File: src/rtl/layered_color_mapper.sv
// Per-pixel colour compositor: picks the top visible layer (sprites, food, wall, background),
// then applies ghost fright/flash colouring. Two register stages, one pixel per cycle.
module layered_color_mapper #(
  parameter int          NUM_SPRITES  = 4,
  parameter logic [23:0] KEY_RGB      = 24'h000000,
  parameter int unsigned MAZE_Y_MAX   = 352,
  parameter int unsigned BLINK_FRAMES = 16,
  parameter logic [23:0] WALL_RGB     = 24'hFF0000,
  parameter logic [23:0] FOOD_RGB     = 24'hFFFF00,
  parameter logic [23:0] BG_RGB       = 24'h3F007F,
  parameter logic [23:0] FRIGHT_RGB   = 24'h2121FF,
  parameter logic [23:0] FLASH_RGB    = 24'hFFFFFF
) (
  input  logic                        Clk,
  input  logic                        Reset,
  input  logic                        pixel_valid,
  input  logic                        frame_start,
  input  logic [9:0]                  DrawX,
  input  logic [9:0]                  DrawY,
  input  logic [NUM_SPRITES-1:0]      sprite_hit,
  input  logic [24*NUM_SPRITES-1:0]   sprite_rgb,
  input  logic                        is_wall,
  input  logic                        is_food,
  input  logic                        frightened,
  input  logic                        fright_ending,
  output logic [7:0]                  VGA_R,
  output logic [7:0]                  VGA_G,
  output logic [7:0]                  VGA_B,
  output logic                        out_valid,
  output logic [7:0]                  o_dbg_blink_cnt,
  output logic                        o_dbg_blink_phase
);

  // Flow: pixel_valid qualifies the inputs of the current cycle; there is no
  // backpressure, so every valid pixel emerges with out_valid two cycles later.

  typedef enum logic {
    PHASE_STEADY = 1'b0,
    PHASE_FLASH  = 1'b1
  } blink_phase_e;

  localparam logic [7:0] BLINK_LAST = 8'(BLINK_FRAMES - 1);

  blink_phase_e r_phase;
  blink_phase_e w_phase_nxt;
  logic [7:0]   r_blink_cnt;
  logic [7:0]   w_blink_cnt_nxt;

  logic         w_in_maze;
  logic [23:0]  w_sel_rgb;
  logic         w_sel_ghost;

  logic         r_s1_valid;
  logic [23:0]  r_s1_rgb;
  logic         r_s1_ghost;
  logic         r_s1_fright;
  logic         r_s1_flash;

  logic [23:0]  w_s2_rgb;
  logic [23:0]  r_out_rgb;
  logic         r_out_valid;

  logic         w_unused_drawx;

  assign w_unused_drawx = ^DrawX;

  // ---------------------------------------------------------------------------
  // Blink state: counts frames while fright_ending is held, toggles the phase
  // every BLINK_FRAMES frames. Dropping fright_ending overrides any frame tick.
  // ---------------------------------------------------------------------------
  always_ff @(posedge Clk or negedge Reset) begin
    if (!Reset) begin
      r_phase     <= PHASE_STEADY;
      r_blink_cnt <= 8'd0;
    end else begin
      r_phase     <= w_phase_nxt;
      r_blink_cnt <= w_blink_cnt_nxt;
    end
  end

  always_comb begin
    w_phase_nxt     = r_phase;
    w_blink_cnt_nxt = r_blink_cnt;
    if (!fright_ending) begin
      w_phase_nxt     = PHASE_STEADY;
      w_blink_cnt_nxt = 8'd0;
    end else if (frame_start) begin
      if (r_blink_cnt == BLINK_LAST) begin
        w_blink_cnt_nxt = 8'd0;
        w_phase_nxt     = (r_phase == PHASE_STEADY) ? PHASE_FLASH : PHASE_STEADY;
      end else begin
        w_blink_cnt_nxt = r_blink_cnt + 8'd1;
      end
    end
  end

  assign o_dbg_blink_cnt   = r_blink_cnt;
  assign o_dbg_blink_phase = (r_phase == PHASE_FLASH);

  // ---------------------------------------------------------------------------
  // Stage 1: layer selection. Later assignments win, so the sprite loop runs
  // from the highest index down to leave the lowest visible sprite on top.
  // ---------------------------------------------------------------------------
  assign w_in_maze = ({22'd0, DrawY} < MAZE_Y_MAX);

  always_comb begin
    w_sel_rgb   = BG_RGB;
    w_sel_ghost = 1'b0;
    if (w_in_maze && is_wall) begin
      w_sel_rgb = WALL_RGB;
    end
    if (w_in_maze && is_food) begin
      w_sel_rgb = FOOD_RGB;
    end
    for (int i = NUM_SPRITES - 1; i >= 0; i--) begin
      if (sprite_hit[i] && (sprite_rgb[24*i +: 24] != KEY_RGB)) begin
        w_sel_rgb   = sprite_rgb[24*i +: 24];
        w_sel_ghost = (i != 0);
      end
    end
  end

  // The flash decision uses the phase held before this edge, so a frame_start
  // only affects pixels presented after it.
  always_ff @(posedge Clk or negedge Reset) begin
    if (!Reset) begin
      r_s1_valid  <= 1'b0;
      r_s1_rgb    <= 24'd0;
      r_s1_ghost  <= 1'b0;
      r_s1_fright <= 1'b0;
      r_s1_flash  <= 1'b0;
    end else begin
      r_s1_valid  <= pixel_valid;
      r_s1_rgb    <= w_sel_rgb;
      r_s1_ghost  <= w_sel_ghost;
      r_s1_fright <= frightened;
      r_s1_flash  <= frightened & fright_ending & (r_phase == PHASE_FLASH);
    end
  end

  // ---------------------------------------------------------------------------
  // Stage 2: ghost recolouring and output blanking.
  // ---------------------------------------------------------------------------
  always_comb begin
    w_s2_rgb = r_s1_rgb;
    if (r_s1_ghost && r_s1_fright) begin
      w_s2_rgb = r_s1_flash ? FLASH_RGB : FRIGHT_RGB;
    end
    if (!r_s1_valid) begin
      w_s2_rgb = 24'd0;
    end
  end

  always_ff @(posedge Clk or negedge Reset) begin
    if (!Reset) begin
      r_out_rgb   <= 24'd0;
      r_out_valid <= 1'b0;
    end else begin
      r_out_rgb   <= w_s2_rgb;
      r_out_valid <= r_s1_valid;
    end
  end

  assign VGA_R     = r_out_rgb[23:16];
  assign VGA_G     = r_out_rgb[15:8];
  assign VGA_B     = r_out_rgb[7:0];
  assign out_valid = r_out_valid;

endmodule

File: config.mk
export PLATFORM = sky130hd
export DESIGN_NAME = layered_color_mapper
export DESIGN_NICKNAME = d
export VERILOG_FILES = /design/src/rtl/layered_color_mapper.sv
export SDC_FILE = /design/constraint.sdc
export NUM_CORES = 1
export LEC_CHECK = 0
export ABC_AREA = 1
export CAP_MARGIN = 25
export CORE_ASPECT_RATIO = 1.25
export CORE_MARGIN = 2
export CORE_UTILIZATION = 38
export DETAILED_ROUTE_END_ITERATION = 7
export DONT_BUFFER_PORTS = 1
export PLACE_DENSITY = 0.59
export SLEW_MARGIN = 20
export SYNTH_ARGS = -nofsm -noshare
export SYNTH_HDL_FRONTEND = slang
export SYNTH_SLANG_ARGS = --single-unit
File: constraint.sdc
create_clock -name Clk -period 1.48 [get_ports Clk]
set_input_delay 0.074 -clock Clk [delete_from_list [all_inputs] [get_ports Clk]]
set_output_delay 0.074 -clock Clk [all_outputs]
set_load 0.05 [all_outputs]
==> impl.org <==
** Die
- For this configuration, the core starts out at a cell density of 39.1%.
- In this run the standard cell core region covers 9130 um2.
- DIE AREA :: 10200 um2
- The floorplan has 39 rows.
- I/O pin count :: 162
- Die Y :: 112 um
- Overall die width :: 90.6 um

** Synth
- Synthesis handed over a netlist of 509 instances.
- Main area contributors after synthesis :: sky130_fd_sc_hd__dfrtp_1, sky130_fd_sc_hd__nand2_1, sky130_fd_sc_hd__nor2_1
- Yosys top cell area share :: 43.5%
- Yosys mapped the design onto 30 distinct sky130hd cell types.
- The largest total area in the synthesized netlist belongs to sky130_fd_sc_hd__dfrtp_1.
- Proportion of synthesized chip area in sequential cells :: 43.5%
- After synthesis, the mean cell area works out to 7.00 um2.
- Summing every instance area after synthesis gives 3560 um2.
- Counting flops and latches in the post-synthesis netlist gives 62.
- During synthesis, Yosys emitted a total of 0 warnings.
- Net count of the mapped netlist :: 638

** Global routing
- First-pass GRT wire length :: 16200 um
- Initial antenna violation count :: 0
- Global routing finished with a remaining overflow of 0.
- Pin count of the biggest net entering global routing :: 63
- The number of global-route vias before repair is 3536.
- Global router's overall resource usage :: 19.8%

** Timing
- The routed design could run at a clock period as short as 1.38 ns.
- Max transition margin :: 62.5%
- Number of hold violations in the final report :: 62
- Static timing analysis puts the maximum clock frequency at 725 MHz.
- Transition time of the tightest slew-check pin :: 0.561 ns
- In the post-route analysis, the smallest setup slack over all paths is 0.101 ns.
- Final number of setup-violating endpoints :: 0
- Hold timing on the final database bottoms out at a slack of -0.551 ns.
- Setup repair after global routing left no endpoint under its margin.
- For the final database, setup skew stands at 0.00553 ns.
- In the finished design, the share of the clock period the worst path needs comes to 93.2%.
- Number of max-slew violations in the final report :: 0

** Worst setup path
- The largest single stage delay on the critical path is 0.38 ns.
- The critical path goes through ha_4 -> nand2_2 -> nor2_1 -> nand4_1 -> a21oi_4 -> o21bai_1 -> a21oi_1.
- Among all stages on the critical path, the largest delay is contributed by sky130_fd_sc_hd__dfrtp_2.
- Across all register-to-register paths, the minimum setup slack is 0.10 ns.
- Launching element type of the critical path :: flip-flop
- Worst-path fanout max :: 6
- The worst setup path is captured at a flip-flop.
- For the worst setup path, the data required time is 1.68 ns.
- Data arrives at the worst endpoint at 1.58 ns.
- The critical path is of the flip-flop to flip-flop type.

** Clocking
- The tree is rooted in a sky130_fd_sc_hd__clkbuf_16.
- TritonCTS built the clock tree.
- H-tree lvl count :: 3
- Buffers inserted during post-CTS setup optimization :: 0
- Maximum root-to-sink buffer count :: 2
- Number of buffers added by the clock tree synthesis step :: 9
- CTS clock-pin slew for the worst setup and hold paths :: 0.05 ns
- Clock Sink Count :: 62
- Worst-Skew Late Latency :: 0.32 ns
- Number of hold-repair buffers added at the cts stage :: 36

** Run status
- Violations in the final reports :: negative hold slack
- Status :: complete, but fails checks

** Power and ir drop
- PwrDens :: 1090 nW/um2
- Leak Pwr :: 2.28 nW
- VDD sags by at most 0.000539 V.

** Final layout
- In the layout the commonest cells are sky130_fd_sc_hd__nand2_1, sky130_fd_sc_hd__nor2_1, sky130_fd_sc_hd__inv_1, sky130_fd_sc_hd__dfrtp_1, sky130_fd_sc_hd__nand3_1.
- Most common cell after layout, fill and taps aside :: sky130_fd_sc_hd__nand2_1
- Ant. Diodes :: 0
- After the last flow step, the layout net total stands at 686.
- The finished cells cover 4500 um2.
- Ratio of cells with drive above 1 in the final layout :: 9.96%
- The area growth from synthesis to layout is 26.1%.
- Number of inserted filler cells in the final layout :: 907
- Post-route insts no fill :: 685

** Drt
- After detailed routing, the average wire length per cell comes to 14.2 um.
- Routed signal wires occupy layers up through met4.
- In the routed design, unresolved DRC markers number 0.
- The detailed router put a total of 3770 um of wire on met1.
- For this block, the via count after detailed routing is 3375.
- For this run, the detailed router's first-pass iteration total came to 5.
- Summed over all nets, wire length on met3 after detailed routing comes to 807 um.
- After detailed routing, the number of vias per cell comes to 4.93.
- Number of nets with antenna violations after routing :: 0
- After detailed routing, the total wire length is 9730 um.
- Met2 routed WL :: 4810 um
- Violation count after the first detailed-route iteration :: 167

** Flow run
- Max-cap violations in this run came to 0.

** Placement
- Buffers placed on the I/O ports in this run total 0.
- GP Congestion :: 0.927
- Counting tap cells, the placed design contains a total of 633 instances.
- Area after DPL :: 3790 um2
- Summed over all nets, the half-perimeter wirelength after detailed placement is 7280 um.
- Prior to clock tree synthesis, the placed netlist has a worst setup slack of 0.0709 ns.

** Hold path
- The min-delay analysis places its worst path in the category input port to async pin.
-- where the power goes --
group	internal [mW]	switching [mW]
Clock	1.61	0.654
Combinational	0.257	0.339
Sequential	1.82	0.235
Total	3.69	1.23
-- Yosys cell counts --
master,n
sky130_fd_sc_hd__inv_2,1
sky130_fd_sc_hd__nand2_2,4
sky130_fd_sc_hd__inv_1,60
sky130_fd_sc_hd__a21oi_1,35
sky130_fd_sc_hd__nand2_4,2
sky130_fd_sc_hd__nand3_4,1
sky130_fd_sc_hd__dfrtp_1,62
sky130_fd_sc_hd__o21ai_1,4
sky130_fd_sc_hd__mux2i_1,1
sky130_fd_sc_hd__clkbuf_1,5
sky130_fd_sc_hd__nand2_1,138
sky130_fd_sc_hd__nand3_2,2
sky130_fd_sc_hd__buf_2,6
sky130_fd_sc_hd__nor2_1,80
sky130_fd_sc_hd__nand3_1,48
sky130_fd_sc_hd__ha_1,1
sky130_fd_sc_hd__or2_2,1
sky130_fd_sc_hd__nand4_1,2
sky130_fd_sc_hd__o22ai_1,1
sky130_fd_sc_hd__buf_4,1
sky130_fd_sc_hd__nor3_1,2
sky130_fd_sc_hd__buf_1,2
sky130_fd_sc_hd__o21bai_1,8
sky130_fd_sc_hd__nor2_2,3
sky130_fd_sc_hd__nand3b_1,4
sky130_fd_sc_hd__o21ai_0,26
sky130_fd_sc_hd__xor2_1,3
sky130_fd_sc_hd__clkbuf_2,2
sky130_fd_sc_hd__buf_6,3
sky130_fd_sc_hd__buf_8,1
-- per-stage QoR --
step                power [mW]  TNS (ns)  hold slack (ns)  utilization [%]
floorplan                 2.48   -0.0846           -0.222                -
global placement          2.58         0           -0.220             41.5
detailed placement        2.59         0           -0.219             41.5
CTS                       4.95         0           -0.560             49.1
global route              5.13         0           -0.566             49.3
finish                    4.91         0           -0.551             49.3
-- layout make-up --
cell class	instances	area, um2	area share (%)
clock buffers	13	270	6.01
repair buffers	57	531	11.8
multi-input cells	366	1690	37.7
inverters	61	229	5.09
flip-flops and latches	62	1550	34.6
well taps	123	154	3.42
clock inverters	3	65.1	1.45
-- flip-flops by register name, summed over array words and instances (netlist names) --
name               flops
r_s1_flash             1
r_out_rgb             24
r_s1_valid             1
out_valid              1
o_dbg_blink_phase      1
r_s1_ghost             1
o_dbg_blink_cnt        8
r_s1_rgb              24
r_s1_fright            1
-- worst paths after layout --
| check | cells after the start | endpoint | startpoint |
|---|---|---|---|
| min | 0 | r_s1_rgb[5] | Reset |
| max reg2reg | 7 | o_dbg_blink_cnt[5] | o_dbg_blink_cnt[1] |
| min reg2reg | 0 | out_valid | r_s1_valid |
| max | 7 | o_dbg_blink_cnt[5] | o_dbg_blink_cnt[1] |
| max in group asynchronous | 0 | o_dbg_blink_cnt[0] | Reset |
| min in group Clk | 4 | r_s1_rgb[6] | sprite_rgb[30] |
-- worst max-delay path: cells and delay by family, from the launching register on --
family	cells	cell delay [ns]
DFF	1	0.38
AOI/OAI and AO/OA	3	0.40
and+or+nand+nor	3	0.33
adders and majority gates	1	0.14
-- metal layers --
| layer | track usage, % | up-vias |
|---|---|---|
| met1 | 22.5 | 1492 |
| met3 | 4.56 | 29 |
| met4 | 11.2 | 0 |
| li1 | - | 1690 |
| met2 | 34.2 | 164 |
| met5 | 0 | - |
-- logic make-up (layout without fill, tap and decap cells) --
group,after synthesis,in the layout,share of synthesized area [%]
buffers and inverters,81,134,9.86
and+or+nand+nor,287,287,34.3
DFF,62,62,43.5
AOI/OAI and AO/OA,74,74,11.0
muxes,1,1,0.281
adders and majority gates,1,1,0.351
xor gates and xnor gates,3,3,0.737
-- timing repair --
item,in CTS,in global routing
gates resized for setup,0,2
setup endpoints to repair,0,2
hold endpoints to repair,97,62
Power figures use the tool's default switching activity.
